==> src/rtl/program_sequencer_pkg.sv <==
`default_nettype none
// ============================================================================
// Module      : program_sequencer_pkg
// Description : Shared definitions for the accumulator-processor program
//               sequencer: default field widths, the halt opcode and the
//               fetch/execute state encoding.
// Revision    : 1.0 - initial release
// ============================================================================
package program_sequencer_pkg;

  localparam int ADDR_LEN   = 11;
  localparam int OPCODE_LEN = 5;
  localparam int INSTR_LEN  = 16;

  localparam logic [OPCODE_LEN-1:0] HLT_OPCODE = 5'b00000;

  typedef enum logic [1:0] {
    IDLE  = 2'd0,
    FETCH = 2'd1,
    EXEC  = 2'd2,
    HALT  = 2'd3
  } state_e;

endpackage
`default_nettype wire

==> src/rtl/program_sequencer_pc.sv <==
`default_nettype none
// ============================================================================
// Module      : program_sequencer_pc
// Description : Program counter register. Loads d_i when en_i is high,
//               otherwise holds. Clears to zero on synchronous reset.
// Ports       : clk_i   - clock
//               reset_i - synchronous active-high reset
//               en_i    - load enable
//               d_i     - next program counter value
//               q_o     - current program counter value
// Revision    : 1.0 - initial release
// ============================================================================
module program_sequencer_pc #(
  parameter int ADDR_LEN = program_sequencer_pkg::ADDR_LEN
) (
  input  logic                clk_i,
  input  logic                reset_i,
  input  logic                en_i,
  input  logic [ADDR_LEN-1:0] d_i,
  output logic [ADDR_LEN-1:0] q_o
);

  logic [ADDR_LEN-1:0] pc_q;

  always_ff @(posedge clk_i) begin
    if (reset_i) begin
      pc_q <= '0;
    end else if (en_i) begin
      pc_q <= d_i;
    end
  end

  assign q_o = pc_q;

endmodule
`default_nettype wire

==> src/rtl/program_sequencer.sv <==
`default_nettype none
// ============================================================================
// Module      : program_sequencer
// Description : Fetch/execute sequencer for the accumulator processor. Owns
//               the program counter, drives the instruction-memory address
//               and presents each fetched instruction to the datapath for
//               one cycle. Supports free-running (run) and single-step
//               (step) execution and stops permanently on the halt opcode.
// Ports       : clk_i          - clock, rising edge
//               reset_i        - synchronous active-high reset
//               run_i          - level, execute continuously while high
//               step_i         - one-cycle pulse, execute one instruction
//               instr_data_i   - instruction memory read data
//               pc_addr_o      - program counter / memory address
//               instr_o        - instruction for the datapath
//               instr_valid_o  - instr_o is to be executed this cycle
//               halted_o       - halt opcode has been executed
//               busy_o         - fetch or execute in progress
//               instr_count_o  - executed non-halt instructions, saturating
// Revision    : 1.0 - initial release
// ============================================================================
module program_sequencer
  import program_sequencer_pkg::*;
#(
  parameter int                    ADDR_LEN   = program_sequencer_pkg::ADDR_LEN,
  parameter int                    OPCODE_LEN = program_sequencer_pkg::OPCODE_LEN,
  parameter int                    INSTR_LEN  = program_sequencer_pkg::INSTR_LEN,
  parameter logic [OPCODE_LEN-1:0] HLT_OPCODE = program_sequencer_pkg::HLT_OPCODE
) (
  input  logic                 clk_i,
  input  logic                 reset_i,
  input  logic                 run_i,
  input  logic                 step_i,
  input  logic [INSTR_LEN-1:0] instr_data_i,
  output logic [ADDR_LEN-1:0]  pc_addr_o,
  output logic [INSTR_LEN-1:0] instr_o,
  output logic                 instr_valid_o,
  output logic                 halted_o,
  output logic                 busy_o,
  output logic [31:0]          instr_count_o
);

  state_e                state_q;
  state_e                state_d;
  logic [INSTR_LEN-1:0]  instr_q;
  logic [31:0]           count_q;
  logic [ADDR_LEN-1:0]   pc_q;
  logic [ADDR_LEN-1:0]   pc_next;
  logic                  in_exec;
  logic                  is_hlt;
  logic                  advance;

  assign in_exec = (state_q == EXEC);
  assign is_hlt  = (instr_data_i[INSTR_LEN-1 -: OPCODE_LEN] == HLT_OPCODE);
  // A non-halt instruction retires: move the PC and bump the counter.
  assign advance = in_exec && !is_hlt;
  // Natural wrap at 2^ADDR_LEN comes from the fixed result width.
  assign pc_next = pc_q + {{(ADDR_LEN-1){1'b0}}, 1'b1};

  program_sequencer_pc #(
    .ADDR_LEN (ADDR_LEN)
  ) u_pc (
    .clk_i   (clk_i),
    .reset_i (reset_i),
    .en_i    (advance),
    .d_i     (pc_next),
    .q_o     (pc_q)
  );

  // --------------------------------------------------------------------------
  // State register
  // --------------------------------------------------------------------------
  always_ff @(posedge clk_i) begin
    if (reset_i) begin
      state_q <= IDLE;
    end else begin
      state_q <= state_d;
    end
  end

  // --------------------------------------------------------------------------
  // Next-state logic. Steps arriving in FETCH/EXEC are not remembered, so
  // they are simply dropped; run is re-sampled only at the end of EXEC.
  // --------------------------------------------------------------------------
  always_comb begin
    state_d = state_q;
    case (state_q)
      IDLE: begin
        if (run_i || step_i) begin
          state_d = FETCH;
        end
      end
      FETCH: begin
        state_d = EXEC;
      end
      EXEC: begin
        if (is_hlt) begin
          state_d = HALT;
        end else if (run_i) begin
          state_d = FETCH;
        end else begin
          state_d = IDLE;
        end
      end
      HALT: begin
        state_d = HALT;
      end
      default: begin
        state_d = IDLE;
      end
    endcase
  end

  // --------------------------------------------------------------------------
  // Instruction latch and retired-instruction counter
  // --------------------------------------------------------------------------
  always_ff @(posedge clk_i) begin
    if (reset_i) begin
      instr_q <= '0;
    end else if (in_exec) begin
      instr_q <= instr_data_i;
    end
  end

  always_ff @(posedge clk_i) begin
    if (reset_i) begin
      count_q <= '0;
    end else if (advance && (count_q != 32'hFFFF_FFFF)) begin
      count_q <= count_q + 32'd1;
    end
  end

  // Memory data arrives during EXEC, so the datapath sees it directly in
  // that cycle; the latched copy holds it afterwards.
  assign instr_o       = in_exec ? instr_data_i : instr_q;
  assign instr_valid_o = in_exec;
  assign halted_o      = (state_q == HALT);
  assign busy_o        = (state_q == FETCH) || in_exec;
  assign pc_addr_o     = pc_q;
  assign instr_count_o = count_q;

endmodule
`default_nettype wire

==> config.mk <==
export PLATFORM = sky130hd
export DESIGN_NAME = program_sequencer
export DESIGN_NICKNAME = d
export VERILOG_FILES = /design/src/rtl/program_sequencer_pkg.sv /design/src/rtl/program_sequencer_pc.sv /design/src/rtl/program_sequencer.sv
export SDC_FILE = /design/constraint.sdc
export NUM_CORES = 1
export LEC_CHECK = 0
export ABC_AREA = 1
export ABC_CLOCK_PERIOD_IN_PS = 2500
export BUFFER_PORTS_ARGS = -buffer_cell sky130_fd_sc_hd__buf_2
export CAP_MARGIN = 20
export CELL_PAD_IN_SITES_DETAIL_PLACEMENT = 0
export CELL_PAD_IN_SITES_GLOBAL_PLACEMENT = 1
export CORE_UTILIZATION = 36
export CTS_CLUSTER_SIZE = 14
export DETAILED_ROUTE_END_ITERATION = 16
export PLACE_DENSITY = 0.82
export SLEW_MARGIN = 20
export SYNTH_ARGS = -nofsm -noshare
export SYNTH_HDL_FRONTEND = slang
export SYNTH_SLANG_ARGS = --single-unit
==> constraint.sdc <==
create_clock -name clk_i -period 2.5 [get_ports clk_i]
set_clock_uncertainty 0.2 [all_clocks]
set_input_delay 0.25 -clock clk_i [delete_from_list [all_inputs] [get_ports clk_i]]
set_output_delay 0.25 -clock clk_i [all_outputs]
set_load 0.05 [all_outputs]
Word-level counts from Yosys, hierarchy flattened. Cells that the tools add are included.

$add $sub $neg: 2. Eq/ne operators: 5. Multiplexer cells: 5. Reduce and logical (&&, ||, !) cells: 7.

Operators with widths (count): 32-bit by 1-bit adder with 32-bit output (second input constant) (1); 32-bit inequality test (second input constant) (1); 16-bit 2-to-1 mux (1); 11-bit by 1-bit adder with 11-bit output (second input constant) (1); 2-bit one-hot mux with 4 select lines (1); 5-bit logical NOT (1); 2-bit == test (second input constant) (2); 2-bit 2-to-1 mux (2); 2-bit by 1-bit == test with 1-bit output (second input constant) (1); 1-bit logical AND (2); 2-bit logical NOT (1); 1-bit logical OR (2); 2-bit inequality test (second input constant) (1); 1-bit logical NOT (1); 1-bit 2-to-1 mux (1).

Flip-flop bits (word level): 61. Input port bits: 20. Output and inout bits: 62. Word-level logic and storage cells: 23.

Longest topological paths before layout.
Depth in word-level cells: 4. Mapped depth: 11. Depth with buffers taken out: 10.

Modules after synthesis. From an unflattened synthesis, not the netlist that was laid out.

Cell total of the unflattened synthesis: 524. Area, all modules: 3442.1 sq um.

By module, submodules not included: program_sequencer (times used 1, cells an instance 454, area an instance 2984.1 sq um, sequential area each 1001.0 sq um); program_sequencer_pc (times used 1, cells an instance 70, area an instance 457.9 sq um, sequential area each 220.2 sq um).

Least setup slack after synthesis. Ideal clock, no wire load.

Path type: reg-to-output. Start: reg state_q[0]. End: out instr_o[10]. Data arrival time: 1985 ps. Data required time: 2050 ps. Setup slack: 65 ps. Cell stages (with the launch flop): 7. Buffers on the path: 2. Path through: dfxtp_1 > inv_1 > ha_1 > clkbuf_1 > buf_1 > nand2_1 > nand2_1.

Word-level cells in the longest chain between the ends: 2.

Ends and longest elaborated chain: start: declaration (line program_sequencer.sv:43) `state_e state_q;`; start signal: assignment (line program_sequencer.sv:77) `state_q <= state_d;`; 2-bit == test (line program_sequencer.sv:53) `assign in_exec = (state_q == EXEC);`; via instr_valid_o (line program_sequencer.sv:37) `output logic instr_valid_o,`; 16-bit 2-to-1 mux; end: declaration (line program_sequencer.sv:36) `output logic [INSTR_LEN-1:0] instr_o,`.

The timed path passes the listed nets, and every way through them passes these cells.

Worst setup path after layout.
Start: reg count_q[1] (netlist: instr_count_o[1]). End: reg count_q[26] (netlist: instr_count_o[26]).

Word-level cells in the longest chain between the ends: 2. Elaborated cells on any way between the ends: 3.

Ends and longest elaborated chain: start: declaration (line program_sequencer.sv:46) `logic [31:0] count_q;`; start signal: assignment (line program_sequencer.sv:129) `count_q <= count_q + 32'd1;`; parallel branches: the longest is 2 deep, another holds 32-bit by 1-bit adder with 32-bit output.

Parallel ways; which one is timed is not known. A chain may end at the register's enable or synchronous reset.

==> out/metrics.json <==
{
  "status": {
    "outcome": "finished clean"
  },
  "yosys": {
    "synth_area_mm2": 0.00318,
    "yosysWarnings": 0,
    "synth-seq-area-share_pct": 38.4,
    "synth_enable_flop_cells": 0,
    "synth.net_count": 518,
    "synth_top_area_share_pct": 38.4,
    "main_combinational_cell_family_by_area_after_synthesis": "simple AND/OR/NAND/NOR gates",
    "synth_flop_cell": "sky130_fd_sc_hd__dfxtp_1",
    "syn_inst": 492,
    "synth_xor_xnor_area_share_pct": 1.93,
    "post_synth_and_or_nand_nor_area_fraction_pct": 40.0,
    "post_synth_main_area_contributors": "sky130_fd_sc_hd__dfxtp_1 38%, sky130_fd_sc_hd__nand2_1 18%, sky130_fd_sc_hd__nor2_1 10%, sky130_fd_sc_hd__a21oi_1 9.1%, sky130_fd_sc_hd__nand3_1 6.6%",
    "synth_fa_ha_area_share_pct": 2.36,
    "synth-compound-area-share_pct": 10.9,
    "largest_area_contributor_in_the_netlist": "sky130_fd_sc_hd__dfxtp_1",
    "synth.lib_cells_used.distinct": 26,
    "post_synth.cell_area_avg_um2": 6.46,
    "synth-seq-cells": 61,
    "post_synthesis_mux_area_share_pct": 0,
    "ys_async_sr_fraction_pct": 0
  },
  "floorplan": {
    "ioPinCount": 82,
    "die_area_mm2": 0.00921,
    "die-width_um": 96.0,
    "start_util_pct": 37.9,
    "floorplan.die.height_um": 96.0,
    "std_cell_rows": 33,
    "placeableCoreArea_mm2": 0.00838
  },
  "layout": {
    "final_net_count": 615,
    "antenna_cells": 0,
    "number_of_non_filler_instances_in_the_completed_layout": 699,
    "fin_util_pct": 48.3,
    "area_growth_pct": 27.3,
    "drive_gt1_share_pct": 18.7,
    "filler_cell_count": 891
  },
  "clock_network": {
    "htree_num_levels": 3,
    "cts_tree": "done",
    "tritoncts.num_buffers": 9,
    "cts_num_sinks": 61,
    "post_cts.repair.setup_buffers": 0,
    "clk_transition_reported_paths_ns": 0.07,
    "clock_latency_ns": 0.34,
    "clock_tree.root_cell": "sky130_fd_sc_hd__clkbuf_8",
    "cts.path.max_buffers": 2
  },
  "power": {
    "p_per_area_mw_per_mm2": 641,
    "max-vdd-ir-drop_uv": 291,
    "static-leakage-power_nw": 1.72,
    "p_total_w": 0.00259
  },
  "timing": {
    "unrepaired_setup_endpoints_after_global_routing": "false",
    "final-setup-viol-count": 0,
    "min_period_ns": 2.27,
    "final_max_slew_viol_count": 0,
    "achievable_frequency_ghz": 0.441,
    "maxSlewHeadroom_pct": 75.2,
    "final_number_of_hold_violating_endpoints": 0,
    "slew_of_the_pin_with_the_lowest_slew_margin_ns": 0.371,
    "fin_ws_ns": 0.234,
    "finalCritPeriodShare_pct": 90.6,
    "total_negative_slack_ns": 0
  },
  "grt": {
    "antenna_found_initial": 0,
    "grt-ovfl-total": 0,
    "wire_length_of_the_first_global_routing_pass_um": 13800,
    "first_global_vias": 2989,
    "grt_use_total_pct": 19.7,
    "grt_start_max_net_pins": 35
  },
  "placement": {
    "gp_routability_congestion": 0.912,
    "post-place-cells": 667,
    "place_ws_ns": 0.265,
    "io_buffer_count": 81,
    "dp_hpwl_um": 6290
  },
  "critical_path": {
    "path_buf_inv": 1,
    "worst-path-max-fanout": 26,
    "worst-endpoint-arrival_ns": 2.30,
    "crit_path_end_kind": "flop",
    "cpMaxStageDelayCell": "sky130_fd_sc_hd__dfxtp_1",
    "critPathMaxStageDelay_ns": 0.40,
    "timing.critical_path.from_type": "flop",
    "category_of_the_critical_setup_timing_path": "reg -> reg",
    "timing.critical_path.cells": "ha_1, nand2_1, nor2_2, nand2_2, nor2_4, nand3_2, buf_4, a21oi_1, nor2_1",
    "critical_path.top_delay_family": "simple AND/OR/NAND/NOR gates",
    "timing.critical_path.required_ns": 2.53
  },
  "route": {
    "drt_iter0_drc": 107,
    "remaining_drc_errors": 0,
    "detail-route-antenna-nets": 0,
    "drt-vias-per-instance": 4.88,
    "detail_route.first_pass.iterations": 5,
    "wl_per_cell_um": 12.4,
    "detailroute.via_count": 3414,
    "wirelength_um": 8700
  },
  "flow_run": {
    "reported_max_cap_violation_count": 0
  },
  "worst_hold_path": {
    "hold_crit_class": "in -> reg"
  }
}
synth_stat cells, types with 2 or more instances:
master                       n
sky130_fd_sc_hd__nand2_1   152
sky130_fd_sc_hd__nor2_1     87
sky130_fd_sc_hd__dfxtp_1    61
sky130_fd_sc_hd__a21oi_1    58
sky130_fd_sc_hd__nand3_1    42
sky130_fd_sc_hd__inv_1      23
sky130_fd_sc_hd__nand4_1    11
sky130_fd_sc_hd__clkbuf_1    8
sky130_fd_sc_hd__o21ai_0     8
sky130_fd_sc_hd__nor3_1      7
sky130_fd_sc_hd__ha_1        6
sky130_fd_sc_hd__buf_6       5
sky130_fd_sc_hd__xor2_1      4
sky130_fd_sc_hd__buf_2       3
sky130_fd_sc_hd__xnor2_1     3
sky130_fd_sc_hd__and2_1      2
sky130_fd_sc_hd__buf_1       2
sky130_fd_sc_hd__nand2_2     2
stage by stage:
stage | hold slack [ns] | area (µm²)
after floorplan | 0.213 | 3180
after global placement | 0.257 | 3660
after detailed placement | 0.260 | 3660
after CTS | 0.00630 | 4050
after global routing | 0.0278 | 4050
final | 0.0236 | 4050
cell usage in the layout, fill, tap and decap left out, types with 2 or more instances in the layout:
| cell | instances |
|---|---|
| sky130_fd_sc_hd__nand2_1 | 152 |
| sky130_fd_sc_hd__nand2_2 | 2 |
| sky130_fd_sc_hd__bufinv_16 | 2 |
| sky130_fd_sc_hd__dfxtp_1 | 61 |
| sky130_fd_sc_hd__buf_2 | 81 |
| sky130_fd_sc_hd__o21ai_0 | 8 |
| sky130_fd_sc_hd__a21oi_1 | 58 |
| sky130_fd_sc_hd__buf_4 | 7 |
| sky130_fd_sc_hd__and2_1 | 2 |
| sky130_fd_sc_hd__nand3_1 | 42 |
| sky130_fd_sc_hd__ha_1 | 6 |
| sky130_fd_sc_hd__xor2_1 | 4 |
| sky130_fd_sc_hd__clkinvlp_4 | 2 |
| sky130_fd_sc_hd__xnor2_1 | 3 |
| sky130_fd_sc_hd__nor3_1 | 7 |
| sky130_fd_sc_hd__nand4_1 | 11 |
| sky130_fd_sc_hd__inv_1 | 23 |
| sky130_fd_sc_hd__clkbuf_8 | 10 |
| sky130_fd_sc_hd__dlygate4sd3_1 | 16 |
| sky130_fd_sc_hd__nor2_1 | 87 |
sequential cells by signal, summed over array words and instances (netlist names):
register       cells
state_q            2
instr_q           16
instr_count_o     32
u_pc.q_o          11
kinds of logic after synthesis:
logic type	after synthesis
AND/OR/NAND/NOR	307
AO/OA/AOI/OAI	68
flip-flops	61
buffers and inverters	43
XOR/XNOR	7
adder cells (fa/ha/maj)	6
final timing paths:
path,from,endpoint,slack [ns],depth (start not counted)
min,run_i,state_q[0],0.02,3
min reg2reg,instr_q[6],instr_q[6],0.27,2
max reg2reg,instr_count_o[1],instr_count_o[26],0.23,9
max,instr_count_o[1],instr_count_o[26],0.23,9
tightest hold or removal path: stages:
cell,delay [ns]
sky130_fd_sc_hd__buf_2,0.09
sky130_fd_sc_hd__a21oi_1,0.05
sky130_fd_sc_hd__a21oi_1,0.13
per-layer routing:
layer / vias to the layer above / global-route usage [%] / wire (µm) / share of wire, %
li1: 1783 / - / - / -
met1: 1527 / 25.2 / 4300 / 49
met2: 91 / 31.5 / 3810 / 44
met3: 13 / 5.45 / 430 / 4.9
met4: 0 / 7.09 / 155 / 1.8
met5: - / 0 / 0 / 0
report_power, final:
| part | internal (W) | switching, W |
|---|---|---|
| clock network | 0.000590 | 0.000401 |
| registers | 0.00101 | 0.0000234 |
| logic | 0.000144 | 0.000424 |
area by class of cell:
class	count	area (µm²)	area share (%)
multi-input cells	388	1750	43.4
clock inverters	5	83.8	2.07
flip-flops and latches	61	1220	30.2
clock buffers	11	141	3.50
well taps	105	131	3.25
inverters	25	95.1	2.35
repair buffers	104	618	15.3
what timing repair did:
action,in CTS,in global routing
setup endpoints to repair,2,0
resized for setup,1,0
hold buffers,16,0
endpoints found under the hold margin,16,0
No activity file was read; power rests on OpenSTA's default activity.
